## src/rtl/fetch_stage.sv

```systemverilog
// fetch_stage: instruction-fetch stage and IF/ID pipeline register.
// Owns the PC, fetches over a req/ready handshake (combinational read data),
// and feeds decode with id_pc_4 / id_instruction / id_valid. A one-entry skid
// buffer catches a fetch that completes while decode is stalled.
// Ports:
//   clk, rst          - clock, synchronous active-high reset
//   stall             - decode stall; freezes IF/ID
//   jump_taken        - decode redirect request
//   jump_target       - redirect PC
//   imem_req/addr     - fetch request and address (combinational)
//   imem_rdata/ready  - instruction word and completion strobe
//   id_pc_4, id_instruction, id_valid - IF/ID register outputs
//   debug_pc          - current PC register
module fetch_stage #(
  parameter logic [31:0] RESET_PC  = 32'h0000_0000,
  parameter logic [31:0] NOP_INSTR = 32'h0000_0000
) (
  input  logic        clk,
  input  logic        rst,
  input  logic        stall,
  input  logic        jump_taken,
  input  logic [31:0] jump_target,
  output logic        imem_req,
  output logic [31:0] imem_addr,
  input  logic [31:0] imem_rdata,
  input  logic        imem_ready,
  output logic [31:0] id_pc_4,
  output logic [31:0] id_instruction,
  output logic        id_valid,
  output logic [31:0] debug_pc
);

  localparam logic [0:0] FETCH    = 1'b0;
  localparam logic [0:0] REDIRECT = 1'b1;

  logic [0:0]  state, stateNext;
  logic [31:0] pc, pcNext;
  logic [31:0] pendingPc, pendingNext;
  logic        skidValid, skidValidNext;
  logic [31:0] skidPc4, skidPc4Next;
  logic [31:0] skidInstr, skidInstrNext;
  logic [31:0] idPc4Next, idInstrNext;
  logic        idValidNext;
  logic        beat;
  logic [31:0] pcPlus4;

  // Request whenever the skid is free; the address is always the PC, which
  // holds the old fetch address while a redirect waits for its beat.
  assign imem_req  = !rst && !skidValid;
  assign imem_addr = pc;
  assign beat      = imem_req && imem_ready;
  assign pcPlus4   = pc + 32'd4;
  assign debug_pc  = pc;

  // State and IF/ID registers.
  always_ff @(posedge clk) begin
    if (rst) begin
      state          <= FETCH;
      pc             <= RESET_PC;
      pendingPc      <= 32'h0;
      skidValid      <= 1'b0;
      skidPc4        <= 32'h0;
      skidInstr      <= NOP_INSTR;
      id_pc_4        <= 32'h0;
      id_instruction <= NOP_INSTR;
      id_valid       <= 1'b0;
    end else begin
      state          <= stateNext;
      pc             <= pcNext;
      pendingPc      <= pendingNext;
      skidValid      <= skidValidNext;
      skidPc4        <= skidPc4Next;
      skidInstr      <= skidInstrNext;
      id_pc_4        <= idPc4Next;
      id_instruction <= idInstrNext;
      id_valid       <= idValidNext;
    end
  end

  // Next-state logic: everything holds unless a rule below changes it.
  always_comb begin
    stateNext     = state;
    pcNext        = pc;
    pendingNext   = pendingPc;
    skidValidNext = skidValid;
    skidPc4Next   = skidPc4;
    skidInstrNext = skidInstr;
    idPc4Next     = id_pc_4;
    idInstrNext   = id_instruction;
    idValidNext   = id_valid;

    case (state)
      FETCH: begin
        if (stall) begin
          // Jumps are ignored while stalled; decode re-presents them.
          if (beat) begin
            skidPc4Next   = pcPlus4;
            skidInstrNext = imem_rdata;
            skidValidNext = 1'b1;
            pcNext        = pcPlus4;
          end
        end else if (jump_taken) begin
          idPc4Next     = 32'h0;
          idInstrNext   = NOP_INSTR;
          idValidNext   = 1'b0;
          skidValidNext = 1'b0;
          if (imem_req && !imem_ready) begin
            // Outstanding request must finish at its address before redirecting.
            pendingNext = jump_target;
            stateNext   = REDIRECT;
          end else begin
            pcNext = jump_target;
          end
        end else if (skidValid) begin
          idPc4Next     = skidPc4;
          idInstrNext   = skidInstr;
          idValidNext   = 1'b1;
          skidValidNext = 1'b0;
        end else if (beat) begin
          idPc4Next   = pcPlus4;
          idInstrNext = imem_rdata;
          idValidNext = 1'b1;
          pcNext      = pcPlus4;
        end else begin
          idPc4Next   = 32'h0;
          idInstrNext = NOP_INSTR;
          idValidNext = 1'b0;
        end
      end

      REDIRECT: begin
        if (!stall) begin
          idPc4Next   = 32'h0;
          idInstrNext = NOP_INSTR;
          idValidNext = 1'b0;
          if (jump_taken) begin
            pendingNext = jump_target;
          end
        end
        // Wrong-path beat is dropped; the newest redirect target wins.
        if (beat) begin
          pcNext    = pendingNext;
          stateNext = FETCH;
        end
      end

      default: begin
        stateNext = FETCH;
      end
    endcase
  end

endmodule
```

## config.mk

```make
export PLATFORM = sky130hd
export DESIGN_NAME = fetch_stage
export DESIGN_NICKNAME = d
export VERILOG_FILES = /design/src/rtl/fetch_stage.sv
export SDC_FILE = /design/constraint.sdc
export NUM_CORES = 1
export LEC_CHECK = 0
export ABC_AREA = 1
export ABC_CLOCK_PERIOD_IN_PS = 2000
export CAP_MARGIN = 20
export CORE_AREA = 2 2 223 115
export DETAILED_ROUTE_END_ITERATION = 6
export DIE_AREA = 0 0 225 117
export GPL_TIMING_DRIVEN = 0
export PLACE_DENSITY = 0.69
export SLEW_MARGIN = 40
export SYNTH_ARGS = -nofsm -noshare
export SYNTH_HDL_FRONTEND = slang
export SYNTH_SLANG_ARGS = --single-unit
```

## constraint.sdc

```tcl
create_clock -name clk -period 2 [get_ports clk]
set_clock_uncertainty 0.05 [all_clocks]
set_input_delay 0.5 -clock clk [delete_from_list [all_inputs] [get_ports clk]]
set_output_delay 0.5 -clock clk [all_outputs]
set_load 0.03 [all_outputs]
```

After elaboration in Yosys (flattened, before gate mapping). Cells that the tools add are included.

Bits in registers: 195. Input port bits: 69. Output and inout bits: 130.

Equal/unequal tests: 8. Bitwise operators: 1. Muxes and demuxes: 37. Reductions and logical operators: 11. $add $sub $neg: 1.

Operator list (number): $mux W32 (20); $pmux W32 S2 (4); $add A32 B3 Y32 const B (1); $mux W1 (11); $reduce_and A3 Y1 (3); $ne A2 B2 Y1 const B (4); $ne A4 B4 Y1 const B (2); $ne A2 B1 Y1 const B (2); $pmux W1 S2 (2); $reduce_and A2 Y1 (2); $logic_and A1 B1 Y1 (3); $logic_not A1 Y1 (3); $not A1 Y1 (1).

Logic depth before layout (Yosys ltp).
Depth after elaboration: 8. Gate-level depth with buffers: 13. Mapped depth without buffers: 13.

Worst setup path after synthesis. No wires, ideal clock.

Path kind: register -> register. Start: reg pc[3] (netlist: debug_pc[3]). End: reg pc[22] (netlist: debug_pc[22]). Slack: 108 ps. Data arrival time: 1772 ps. Stages on the path, launching flop included: 14. Period minus slack after synthesis: 1892 ps. Cell sequence: dfxtp_1 > ha_1 > nand2_1 > nor2_2 > nand2_4 > nor2_4 > nand2_1 > nand2_1 > nand3_1 > nand2_1 > nand2_1 > nand2_1 > nand2_1 > a21oi_1.

Word-level cells in the longest chain between the ends: 6.

Ends and longest elaborated chain: start: declaration (line 37) `logic [31:0] pc, pcNext;`; start signal: assignment (line 69) `pc <= pcNext;`; $add A32 B3 Y32 (*) (line 52) `assign pcPlus4 = pc + 32'd4;`; $mux W32 (*) (line 96, 119); $mux W32 (line 114) `end else if (skidValid) begin`; $mux W32 (line 102) `end else if (jump_taken) begin`; $mux W32 (*) (line 94) `if (stall) begin`; $pmux W32 S2 (*) (line 92) `case (state)`.

Every way passes the cells marked *; elsewhere a longest branch is shown, timed or not. The select of a mux whose other input is x is not followed. A chain may end at the register's enable or synchronous reset.

Final worst setup path.
Start: in imem_ready. End: reg pc[2] (netlist: debug_pc[2]).

Word-level cells in the longest chain between the ends: 6. Elaborated cells between the ends (all ways): 11. Classes of those cells: 2 x eq/ne; 5 x mux; 4 x reduce/logical.

Ends and longest elaborated chain: start: declaration (line 26) `input logic imem_ready,`; $logic_and A1 B1 Y1 (line 51) `assign beat = imem_req && imem_ready;`; $mux W32 (4 in a row); $pmux W32 S2.

Several ways; a longest one is shown, not always the timed one. The select of a mux whose other input is x is not followed.

==> flow_metrics.py <==
metrics = {
    "power": {
        "p_per_area_nw_per_um2": 751,
        "ir_drop_mv": 0.504,
        "total_leakage_power_nw": 5.39,
    },
    "synthesis": {
        "yosys.cell_types.count": 34,
        "synthTopCellsByCount": "560 x nand2_1, 195 x dfxtp_1, 144 x a21oi_1",
        "yosysTopAreaCell": "dfxtp_1",
        "yosysWarningCount": 0,
        "synth-edff-count": 0,
        "synth-async-reset-ratio_pct": 0,
        "synth_area_per_cell_um2": 6.65,
        "syn_area_um2": 9600,
        "yosys_most_used_dff": "dfxtp_1",
        "synth.top_cell.area_share_pct": 40.7,
        "synth_nets": 1515,
        "syn_inst": 1444,
        "synthTopCellsByArea": "dfxtp_1 41%, nand2_1 22%, a21oi_1 7.5%, a31oi_1 4.4%, o21ai_0 3.4%",
        "ys_ff_latch": 195,
        "yosysSeqAreaShare_pct": 40.7,
        "synth.most_common_cell": "nand2_1",
    },
    "floorplanning": {
        "dieArea_um2": 26300,
        "core_um2": 24600,
        "die_h_um": 117,
        "die_x_um": 225,
        "start_util_pct": 39.0,
        "io_pins": 199,
        "rows": 41,
    },
    "finish": {
        "finalInstanceArea_um2": 12700,
        "synthToLayoutAreaGrowth_pct": 32.3,
        "num_antenna_cells": 0,
        "drive_above_1_share_pct": 13.2,
        "fin_nets": 1736,
    },
    "placed_design": {
        "pre_cts_ws_ns": -0.923,
        "placed_area_um2": 12000,
        "port_buffers": 198,
        "dp_hpwl_um": 28100,
        "place_congestion": 0.932,
    },
    "drt": {
        "drc_errors": 0,
        "wirelength_um": 36200,
        "via_per_inst": 5.36,
        "drt.antenna.violating_nets": 0,
        "firstDrtPassIters": 6,
        "drtIter0Drc": 1219,
        "num_vias": 10700,
        "wl_per_cell_um": 18.1,
    },
    "hold_path": {
        "hold_path_class": "reg -> reg",
    },
    "worst_setup_path": {
        "path_class": "in -> reg",
        "crit_path_end_kind": "flop",
        "startpoint_type": "input pin",
        "path_cells": "clkdlybuf4s50_1, nand2_4, inv_2, buf_4, ha_1, o21ai_0, a211oi_1, a211oi_1",
        "critPathMaxFanout": 10,
        "critPathSlowestCell": "clkdlybuf4s50_1",
        "crit_path_frequent_cell": "a211oi_1",
        "max_stage_delay_ns": 0.55,
        "arrival_ns": 2.29,
        "worstPathRequired_ns": 2.30,
    },
    "timing": {
        "max_slew_margin_pct": 42.7,
        "drv_slew": 0,
        "hold_violations": 0,
        "rsz0062_at_grt": "true",
        "layout_setup_ws_ns": 0.0113,
        "period_share_pct": 99.4,
        "fmax_ghz": 0.503,
        "setup_viol": 0,
        "period_needed_ns": 1.99,
        "worst_slew_pin_slew_ns": 0.860,
    },
    "outcome": {
        "status": "completed",
    },
    "clocking": {
        "path_clk_slew_ns": 0.07,
        "cts_tree": "yes",
        "h-tree-depth": 4,
        "hold_buffers": 0,
        "root_buffer": "clkbuf_16",
        "clk_latency_ns": 0.46,
        "clockBufferDepth": 2,
        "cts_buffers": 17,
        "cts_sinks": 195,
    },
    "global_route": {
        "grt_usage_pct": 27.4,
        "grt_pass1_vias": 9592,
        "grt_max_degree": 17,
        "grt_pass1_wl_um": 54400,
        "antenna_found_initial": 0,
        "grt_overflow": 0,
    },
    "job": {
        "cap_violations": 0,
    },
}
-- cells by family (layout without fill, tap and decap cells) --
logic type	count (synthesis)	in the layout	share of synthesized area, %
XOR/XNOR	11	11	1.24
AO/OA/AOI/OAI	317	317	18.2
AND/OR/NAND/NOR	705	705	29.3
flip-flops	195	195	40.7
buffers and inverters	214	448	10.3
adder cells (fa/ha/maj)	2	2	0.261
-- per-stage QoR --
step	util [%]	power (W)	hold WS, ns	std cells	TNS (ns)
finish	51.7	0.00954	0.415	2000	0
global route	51.7	0.00989	0.431	2000	-0.0714
CTS	50.8	0.00948	0.416	1997	0
detailed placement	48.8	0.00611	0.406	1964	-121.30
global placement	48.8	0.00609	0.388	1964	-117.94
floorplan	-	0.00532	0.374	1444	0
-- report_power, final --
group	switching [W]	total (W)	internal, W
clock	0.00164	0.00352	0.00188
combinational	0.00111	0.00175	0.000643
sequential	0.000218	0.00427	0.00405
total	0.00297	0.00954	0.00657
-- repair_timing --
action | in CTS | in global routing
buffers inserted | 1 | 3
setup endpoints to repair | 303 | 104
resized for setup | 194 | 70
pin swaps | 2 | 10
-- per-layer routing --
layer | vias to the layer above | GRT usage (%) | share of wire, %
met5 | - | 0 | 0
met4 | 0 | 4.59 | 0.88
met3 | 29 | 9.66 | 12
met2 | 507 | 37.5 | 39
met1 | 5102 | 41.1 | 48
li1 | 5075 | - | -
-- sequential cells by signal (all words and copies together), names as in the netlist --
name            cells
id_pc_4            32
id_instruction     32
state               1
pendingPc          32
skidPc4            32
debug_pc           32
skidInstr          32
skidValid           1
id_valid            1
-- layout by cell type (no fill, tap or decap), drive strengths merged, types with 3 or more instances in the layout --
cell type	instances
nor2	100
nor3	3
nand2	565
clkdlybuf4s15	17
xor2	9
a31oi	68
a211oi	4
o21ai	81
dfxtp	195
dlygate4sd2	113
a22o	5
nand3	33
clkbuf	68
clkinv	4
clkdlybuf4s50	65
clkinvlp	4
a21oi	145
a221oi	7
o211ai	4
inv	94
buf	80
-- layout make-up --
cell class | instances | area (um2)
Tap cell | 322 | 403
Clock buffer | 20 | 447
Multi-Input combinational cell | 1035 | 4850
Buffer | 122 | 679
Inverter | 92 | 345
Timing Repair Buffer | 202 | 1880
Clock inverter | 12 | 130
Sequential cell | 195 | 3960
Fill cell | 2425 | 11900
-- path summary, 6_finish.rpt --
check | from | endpoint | slack [ns] | cells past startpoint
worst max register to register | skidValid$_SDFFE_PP0P_ | debug_pc[2]$_SDFFE_PP0P_ | 0.04 | 8
worst min-delay path | skidPc4[3]$_SDFFE_PP0P_ | skidPc4[3]$_SDFFE_PP0P_ | 0.41 | 2
worst max-delay path | imem_ready | debug_pc[2]$_SDFFE_PP0P_ | 0.01 | 8
worst min register to register | skidPc4[3]$_SDFFE_PP0P_ | skidPc4[3]$_SDFFE_PP0P_ | 0.41 | 2
-- worst max-delay path: cells and delay by family --
family | cells | cell delay [ns]
AOI/OAI and AO/OA | 3 | 0.50
adders and majority gates | 1 | 0.26
buffers and inverters | 3 | 0.90
and+or+nand+nor | 1 | 0.13
Note: power is estimated with default switching activity, not from simulation.
